<file path="config.mk">
export PLATFORM = sky130hd
export DESIGN_NAME = irq_ctrl
export DESIGN_NICKNAME = d
export VERILOG_FILES = /design/src/rtl/irq_ctrl.sv
export SDC_FILE = /design/constraint.sdc
export NUM_CORES = 1
export LEC_CHECK = 0
export ABC_AREA = 1
export CORE_UTILIZATION = 40
export DETAILED_ROUTE_END_ITERATION = 8
export GPL_ROUTABILITY_DRIVEN = 1
export HOLD_SLACK_MARGIN = 0.03
export PLACE_DENSITY = 0.89
export SLEW_MARGIN = 20
export SYNTH_ARGS = -nofsm -noshare
export SYNTH_HDL_FRONTEND = slang
export SYNTH_SLANG_ARGS = --single-unit
export TNS_END_PERCENT = 100
</file>
<file path="constraint.sdc">
create_clock -name clk -period 0.95 [get_ports clk]
set_input_delay 0.19 -clock clk [delete_from_list [all_inputs] [get_ports clk]]
set_output_delay 0.19 -clock clk [all_outputs]
set_load 0.005 [all_outputs]
</file>
<file path="src/rtl/irq_ctrl.sv">
// irq_ctrl: interrupt request capture, masking, nesting tracking and
// priority selection for the single-cycle CPU control unit.
// Optional feature macro: IRQ_SYNC_EN. When it is defined, irq goes through a
// 2-flop synchronizer before edge detection, which adds 2 cycles of latency.
// Bit 0 has the highest priority everywhere.
module irq_ctrl #(
    parameter int unsigned         N_IRQ    = 8,
    parameter logic [N_IRQ-1:0]    MASK_RST = 8'hFF
) (
    input  logic             clk,
    input  logic             reset,
    input  logic [N_IRQ-1:0] irq,
    input  logic [N_IRQ-1:0] s_calli,
    input  logic [N_IRQ-1:0] s_reti,
    input  logic             mask_we,
    input  logic [N_IRQ-1:0] mask_d,
    input  logic             ovr_clr,
    output logic [N_IRQ-1:0] min_bit_s,
    output logic [N_IRQ-1:0] min_bit_a,
    output logic [N_IRQ-1:0] mask_q,
    output logic [N_IRQ-1:0] pending_q,
    output logic [N_IRQ-1:0] overrun
);

    logic [N_IRQ-1:0] irq_src;
    logic [N_IRQ-1:0] irq_q;
    logic [N_IRQ-1:0] irq_edge;
    logic [N_IRQ-1:0] pending;
    logic [N_IRQ-1:0] in_service;
    logic [N_IRQ-1:0] ovr;
    logic [N_IRQ-1:0] mask;
    logic [N_IRQ-1:0] visible;

`ifdef IRQ_SYNC_EN
    logic [N_IRQ-1:0] sync1;
    logic [N_IRQ-1:0] sync2;

    // Two-stage synchronizer for asynchronous request lines
    always_ff @(posedge clk) begin
        if (reset) begin
            sync1 <= '0;
            sync2 <= '0;
        end else begin
            sync1 <= irq;
            sync2 <= sync1;
        end
    end

    assign irq_src = sync2;
`else
    assign irq_src = irq;
`endif

    // Rising-edge detect; irq_q clears on reset so a level already high
    // at reset release is seen as one edge
    always_comb begin
        irq_edge = irq_src & ~irq_q;
    end

    // Pending, overrun, in-service and mask state; sets win over clears
    always_ff @(posedge clk) begin
        if (reset) begin
            irq_q      <= '0;
            pending    <= '0;
            in_service <= '0;
            ovr        <= '0;
            mask       <= MASK_RST;
        end else begin
            irq_q      <= irq_src;
            pending    <= (pending & ~s_calli) | irq_edge;
            ovr        <= (ovr & ~{N_IRQ{ovr_clr}}) | (irq_edge & pending & ~s_calli);
            in_service <= (in_service & ~s_reti) | s_calli;
            if (mask_we) begin
                mask <= mask_d;
            end
        end
    end

    // Lowest-set-bit isolation (x & -x) for best pending and best active
    always_comb begin
        visible   = pending & mask;
        min_bit_s = visible & (~visible + N_IRQ'(1));
        min_bit_a = in_service & (~in_service + N_IRQ'(1));
    end

    assign mask_q    = mask;
    assign pending_q = pending;
    assign overrun   = ovr;

endmodule

</file>
# Word level (Yosys, flattened, before mapping)
# Cells that the tools add are included.
totals:
  output_inout_bits: 40
  inputBits: 36
  ff_bits: 40
  elab_cells: 25
op_classes:
  add_sub_neg: 2
  n_bitwise: 18
op_table:
  columns: ["cell", "n"]
  rows:
  - ["bitwise AND 8 bit", 9]
  - ["NOT 8 bit", 6]
  - ["bitwise OR 8 bit", 3]
  - ["adder 8 x 1 -> 8 bit (second input constant)", 2]

# Longest topological paths before layout
# Gate-level depths: netlist (run 1).
logic_depth:
  ltp_word: 5
  ltp_mapped: 5
  mapped_depth_nobuf: 5

# Worst setup path after synthesis (run 1)
# OpenSTA, ideal clock, no wires.
synth_path:
  path_kind: "register to output"
  startpoint: "register pending[0] (netlist: pending_q[0])"
  endpoint: "output port min_bit_s[5]"
  slack_ns: 0.042
  n_path_buf: 0
  arrival_ns: 0.718
  stages_incl_launch_ff: 6
  t_required_ns: 0.760
  cell_sequence: "dfxtp_1 > nand2_1 > nand2_2 > nor2_2 > nand2_2 > nor2_1"
synth_via:
  elab_chain_cells: 4
synth_rtl:
  columns: ["element", "line_no", "text"]
  rows:
  - ["start, declared", "28", "logic [N_IRQ-1:0] pending;"]
  - ["start signal, assigned", "70", "pending <= (pending & ~s_calli) | irq_edge;"]
  - ["bitwise AND 8 bit", "81", "visible = pending & mask;"]
  - ["NOT 8 bit", "82", "min_bit_s = visible & (~visible + N_IRQ'(1));"]
  - ["adder 8 x 1 -> 8 bit", "82", null]
  - ["bitwise AND 8 bit", "82", null]
  - ["end, declared", "18", "output logic [N_IRQ-1:0] min_bit_s,"]
# Every way passes these cells.

# Worst setup path after layout (run 1)
layout_path:
  startpoint: "register pending[0] (netlist: pending_q[0])"
  endpoint: "output port min_bit_s[7]"
# The elaborated chain is that of the path after synthesis.

==> results of run 1 <==
kinds of logic after synthesis:
logic type             synth area share [%]
buffers and inverters                  12.0
AND/OR/NAND/NOR                        29.8
AO/OA/AOI/OAI                          7.31
flip-flops                             50.9
area by class of cell:
class	instances	area [um^2]	area share, %
Multi-Input combinational cell	135	689	23.0
Inverter	30	130	4.35
Clock buffer	5	68.8	2.30
Timing Repair Buffer	122	1160	38.8
Sequential cell	40	841	28.1
Clock inverter	3	42.5	1.42
Tap cell	48	60.1	2.01
final timing paths:
path / startpoint / depth (start not counted) / slack (ps) / end
worst min-delay path: irq[0] / 3 / 420 / irq_q[0]
worst max register to register: pending_q[5] / 5 / -10 / overrun[5]
worst max-delay path: pending_q[0] / 6 / -480 / min_bit_s[7]
worst min register to register: overrun[1] / 2 / 470 / overrun[1]
Yosys cell counts:
library cell and number:
nor3_1 4, inv_1 29, nand3_1 9, nand2_1 42, buf_12 1, nand4_1 2
nor2_1 54, o21a_1 8, nand2_2 4, a21oi_1 11, buf_4 2, buf_6 3
dfxtp_1 40, nor2_2 1, inv_8 1
placed cells by master, fill, tap and decap left out:
master and instances:
a21oi_1 9, a21oi_2 2, buf_12 3, buf_2 18
buf_4 22, buf_6 44, bufinv_16 1, clkbuf_8 5
clkdlybuf4s50_1 35, clkinv_2 1, clkinvlp_4 1, dfxtp_1 12
dfxtp_2 26, dfxtp_4 2, inv_1 21, inv_2 4
inv_4 4, inv_8 1, nand2_1 36, nand2_2 7
nand2_4 3, nand3_1 9, nand4_1 2, nor2_1 43
nor2_2 7, nor2_4 5, nor3_1 1, nor3_2 3
o21a_1 8
state kept, by name, summed over array words and instances, names as in the netlist:
signal / cells
mask_q: 8
irq_q: 8
overrun: 8
in_service: 8
pending_q: 8
worst max-delay path, delay by kind of cell (launching register included):
kind | cells | cell delay (ps)
simple gates | 5 | 450
flops | 1 | 360
buf+inv | 1 | 120
layer usage:
| metal | vias to the layer above | wire [um] | track usage [%] |
|---|---|---|---|
| li1 | 889 | - | - |
| met1 | 855 | 2050 | 25.2 |
| met2 | 71 | 3120 | 50.1 |
| met3 | 14 | 276 | 8.10 |
| met4 | 0 | 135 | 11.4 |
| met5 | - | 0 | 0 |
repair_timing:
action | in CTS | in global routing
buffers inserted | 14 | 15
endpoints found under the setup margin | 40 | 45
gates resized for setup | 242 | 41
pin swaps | 13 | 20
stage by stage:
| step | instance area (um^2) | worst slack [ps] | utilization (%) |
|---|---|---|---|
| 5_1_grt | 2990 | -528 | 80.5 |
| 3_3_place_gp | 2590 | -435 | 69.6 |
| 2_1_floorplan | 1570 | 42.4 | - |
| 6_report | 2990 | -476 | 80.5 |
| 4_1_cts | 2850 | -504 | 76.6 |
| 3_5_place_dp | 2590 | -508 | 69.6 |
power groups by stage:
stage / Combinational [uW] / Sequential (uW) / Clock (uW)
2_1_floorplan: 267 / 1870 / 0
3_3_place_gp: 749 / 1850 / 0
3_5_place_dp: 770 / 1860 / 0
4_1_cts: 859 / 1840 / 1400
5_1_grt: 1040 / 1860 / 1500
6_report: 972 / 1850 / 1380
==> results.cfg, run 1 <==
[synthesis]
ys_seq_area_share_pct = 50.9
syn_inst = 211
syn-num-nets = 247
ys_top_cells_by_area = dfxtp_1 51%, nor2_1 13%, nand2_1 10%
synth_warnings = 0
synth_cell_types = 15
synth.avg_cell_area_um2 = 7.46
synth.ff_latch_count = 40
synth_area_mm2 = 0.00157
synth_area_leader_cell = dfxtp_1
synth.top_cell.area_share_pct = 50.9

[place]
placedCellCount = 359
gp_congestion = 0.818
io_buffers = 75
dpl.hpwl_mm = 3.25

[outcome]
violations = setup timing
status = complete, but fails checks

[timing]
rsz0062_at_grt = true
slew-limit-headroom_pct = 79.4
finalSetupViolations = 33
clock.fmax_ghz = 0.701
fin_skew_ps = 4.19
drv_slew = 0
fin_hold_ws_ps = 422
worst_slew_pin_slew_ps = 308
finalHoldViolCount = 0
setup_ws_ps = -476
period_share_pct = 150
final.min_clock_period_ps = 1430
fin_tns_setup_ps = -7460

[setup_path]
required_ps = 760
path_class = reg2out
arrival_ps = 1240
worstSetupStartpointType = flip-flop
crit_chain = nand2_4 > nand2_4 > nor2_4 > nand2_4 > nor2_2 > buf_2
cpPeakStageDelay_ps = 360
critPathSlowestCell = dfxtp_4
cpMostUsedCell = nand2_4
worst-path-max-fanout = 4
cp-end-kind = output pin

[pwr]
power.switching_uw = 1080
seqPwrFrac_pct = 44.0
p_per_area_mw_per_mm2 = 1410
p_leak_uw = 0.00142
pwr-share-clk_pct = 32.9
combPwrFrac_pct = 23.1
finalPower_uw = 4210
switching_share_pct = 25.7
ir_worst_vdd_mv = 1.27
p_int_uw = 3130

[global_routing]
grt_pass1_wl_mm = 7.99
track_usage_pct = 26.2
grt_pass1_vias = 1762
grt_overflow = 0
antenna_found_initial = 0
grt_max_degree = 17

[route]
route.antenna.remaining_nets = 0
wirelength_mm = 5.58
first_pass_iters = 4
vias = 1829
drt-initial-drc-count = 90
post_drt_via_cell_ratio = 4.78
wl_per_cell_um = 14.6
drc = 0

[clock_tree]
cts-root-buf = clkbuf_8
hold_buffers = 0
clkTransAtPathRegs_ps = 80
cts_htree_levels = 2
clkSinkCount = 40
tritoncts = built
clk-insertion-delay-late_ps = 300
cts_buffers = 5
clockBufferDepth = 2

[finish]
antenna_cells = 0
syn_to_final_growth_pct = 90.1
fin_nets = 370
drive_above_1_share_pct = 47.5
final_cells = 383
final.fill_count = 226

[die]
pin_count = 76
die-area_mm2 = 0.00419
die_x_um = 64.7
core_mm2 = 0.00372
fp.dieH_um = 64.7
fp-row-count = 22
start_util_pct = 42.4

[worst_hold_path]
hp-class = in2reg

[run]
cap_violations = 0
(Power assumes the default switching activity.)
==> run 2, diff against run 1 <==
--- a/config.mk
+++ b/config.mk
@@ -11,7 +11,6 @@
 export GPL_ROUTABILITY_DRIVEN = 1
 export HOLD_SLACK_MARGIN = 0.03
 export PLACE_DENSITY = 0.89
-export SLEW_MARGIN = 20
 export SYNTH_ARGS = -nofsm -noshare
 export SYNTH_HDL_FRONTEND = slang
 export SYNTH_SLANG_ARGS = --single-unit
==> results of run 2 <==
Same layout as run 1: the final DEF is identical, and so are final timing and power.
==> run 3, diff against run 2 <==
--- a/config.mk
+++ b/config.mk
@@ -14,4 +14,4 @@
 export SYNTH_ARGS = -nofsm -noshare
 export SYNTH_HDL_FRONTEND = slang
 export SYNTH_SLANG_ARGS = --single-unit
-export TNS_END_PERCENT = 100
+export TNS_END_PERCENT = 30
==> run 3 against run 2 <==
Sequential power about the same; critical path type unchanged; highest routed layer unchanged; flip-flop and latch count is the same; largest cell class unchanged; largest power group unchanged; final area fell by 6.3%; fmax down 2.0%; the run still ends with setup timing left.
==> results.cfg, run 3 (same netlist as run 1, synthesis figures left out) <==
[run]
cap_violations = 0

[die]
die_x_um = 64.7
core_mm2 = 0.00372
pin_count = 76
fp-row-count = 22
start_util_pct = 42.4
fp.dieH_um = 64.7
die-area_mm2 = 0.00419

[place]
io_buffers = 75
dpl.hpwl_mm = 3.25
gp_congestion = 0.818
placedInstanceArea_mm2 = 0.00259

[clock_tree]
cts_buffers = 5
tritoncts = built
cts_htree_levels = 2
cts-root-buf = clkbuf_8
clkSinkCount = 40
clockBufferDepth = 2
clkTransAtPathRegs_ps = 80
clk-insertion-delay-late_ps = 310

[global_routing]
antenna_found_initial = 0
grt_pass1_vias = 1649
track_usage_pct = 23.7
grt_max_degree = 17
grt_pass1_wl_mm = 7.27
grt_overflow = 0

[route]
drc = 0
route.antenna.remaining_nets = 0
wl_per_cell_um = 13.8
first_pass_iters = 4
post_drt_via_cell_ratio = 4.68
drt-initial-drc-count = 48
vias = 1751
wirelength_mm = 5.18

[outcome]
status = complete, but fails checks
violations = setup timing

[setup_path]
cpPeakStageDelay_ps = 350
cp-end-kind = output pin
worst-path-max-fanout = 2
worstSetupStartpointType = flip-flop
path_buf_inv = 2
critPathSlowestCell = dfxtp_2
crit_chain = nor2_4 > nand4_1 > buf_4 > nor2_2 > buf_2
required_ps = 760
path_class = reg2out
path_delay_family = flip-flops
arrival_ps = 1270

[timing]
drv_slew = 0
fin_skew_ps = 6.71
period_share_pct = 153
clock.fmax_ghz = 0.687
setup_ws_ps = -506
worst_slew_pin_slew_ps = 321
finalSetupViolations = 34
final.min_clock_period_ps = 1460
rsz0062_at_grt = true
slew-limit-headroom_pct = 78.6
finalHoldViolCount = 0

[finish]
fin_nets = 361
antenna_cells = 0
mostFrequentLayoutCells = 42 x nor2_1, 37 x nand2_1, 35 x clkdlybuf4s50_1, 27 x dfxtp_2, 25 x inv_1
fin_area_mm2 = 0.00281
drive_above_1_share_pct = 44.5
syn_to_final_growth_pct = 78.2
fin_util_pct = 75.5
mostFrequentLayoutCell = nor2_1

[pwr]
ir_worst_vdd_mv = 1.60
p_per_area_mw_per_mm2 = 1460
p_leak_uw = 0.00134

[worst_hold_path]
hp-class = in2reg
## run 3: cell types whose count changed in the layout (fill, tap and decap cells not counted), moves of 2 or more
cell / before / now
nand2_2: 7 / 5
a21oi_1: 9 / 11
buf_6: 44 / 24
inv_4: 4 / 1
nor2_4: 5 / 3
clkbuf_2: 0 / 11
nor2_2: 7 / 10
inv_1: 21 / 25
a21oi_2: 2 / 0
## run 3: path summary, 6_finish.rpt
check | depth (start not counted) | startpoint | endpoint | slack [ps]
hold / removal | 3 | irq[0] | irq_q[0] | 420
hold reg to reg | 2 | overrun[1] | overrun[1] | 470
setup / recovery | 5 | in_service[0] | min_bit_a[5] | -510
setup reg to reg | 6 | in_service[1] | in_service[1] | -30
## run 3: per-stage QoR
step	setup TNS (ps)	power, uW	hold slack (ps)	setup WS [ps]	std cells
floorplan	0	2130	307	42.4	211
global placement	-14740	2600	449	-435	359
detailed placement	-15900	2630	451	-508	359
CTS	-7990	4010	420	-504	370
global route	-9130	4280	428	-542	374
finish	-7720	4100	420	-506	374
## run 3: final cells by class
| class | count | area, um^2 |
|---|---|---|
| Clock inverter | 3 | 42.5 |
| Inverter | 30 | 123 |
| Sequential cell | 40 | 838 |
| Timing Repair Buffer | 113 | 991 |
| Multi-Input combinational cell | 135 | 682 |
| Clock buffer | 5 | 68.8 |
| Tap cell | 48 | 60.1 |
| Fill cell | 277 | 911 |
## run 3: power by group
| part | switching [uW] | internal (uW) | leakage [uW] |
|---|---|---|---|
| Clock | 616 | 777 | 0.0000541 |
| Combinational | 371 | 486 | 0.000950 |
| Sequential | 69.4 | 1780 | 0.000337 |
| Total | 1060 | 3050 | 0.00134 |
## run 3: timing repair
item / 4_1_cts / 5_1_grt
setup endpoints to repair: 40 / 43
gates cloned: 0 / 0
resized for setup: 189 / 44
setup buffers: 4 / 5
hold buffers: 0 / 0
pin swaps: 13 / 15
## run 3: routing by layer
metal | vias to the layer above | wire length, um | global-route usage, %
met5 | - | 0 | 0
met4 | 0 | 124 | 10.3
met3 | 11 | 226 | 7.57
met2 | 55 | 2880 | 43.5
met1 | 819 | 1950 | 24.3
li1 | 866 | - | -
## run 3: worst reg2reg max path, stage by stage (launching register included)
cell     delay, ps
dfxtp_2        340
buf_4          130
buf_4          130
inv_1           60
nor2_1          40
nor2_1         120
nor2_1          70
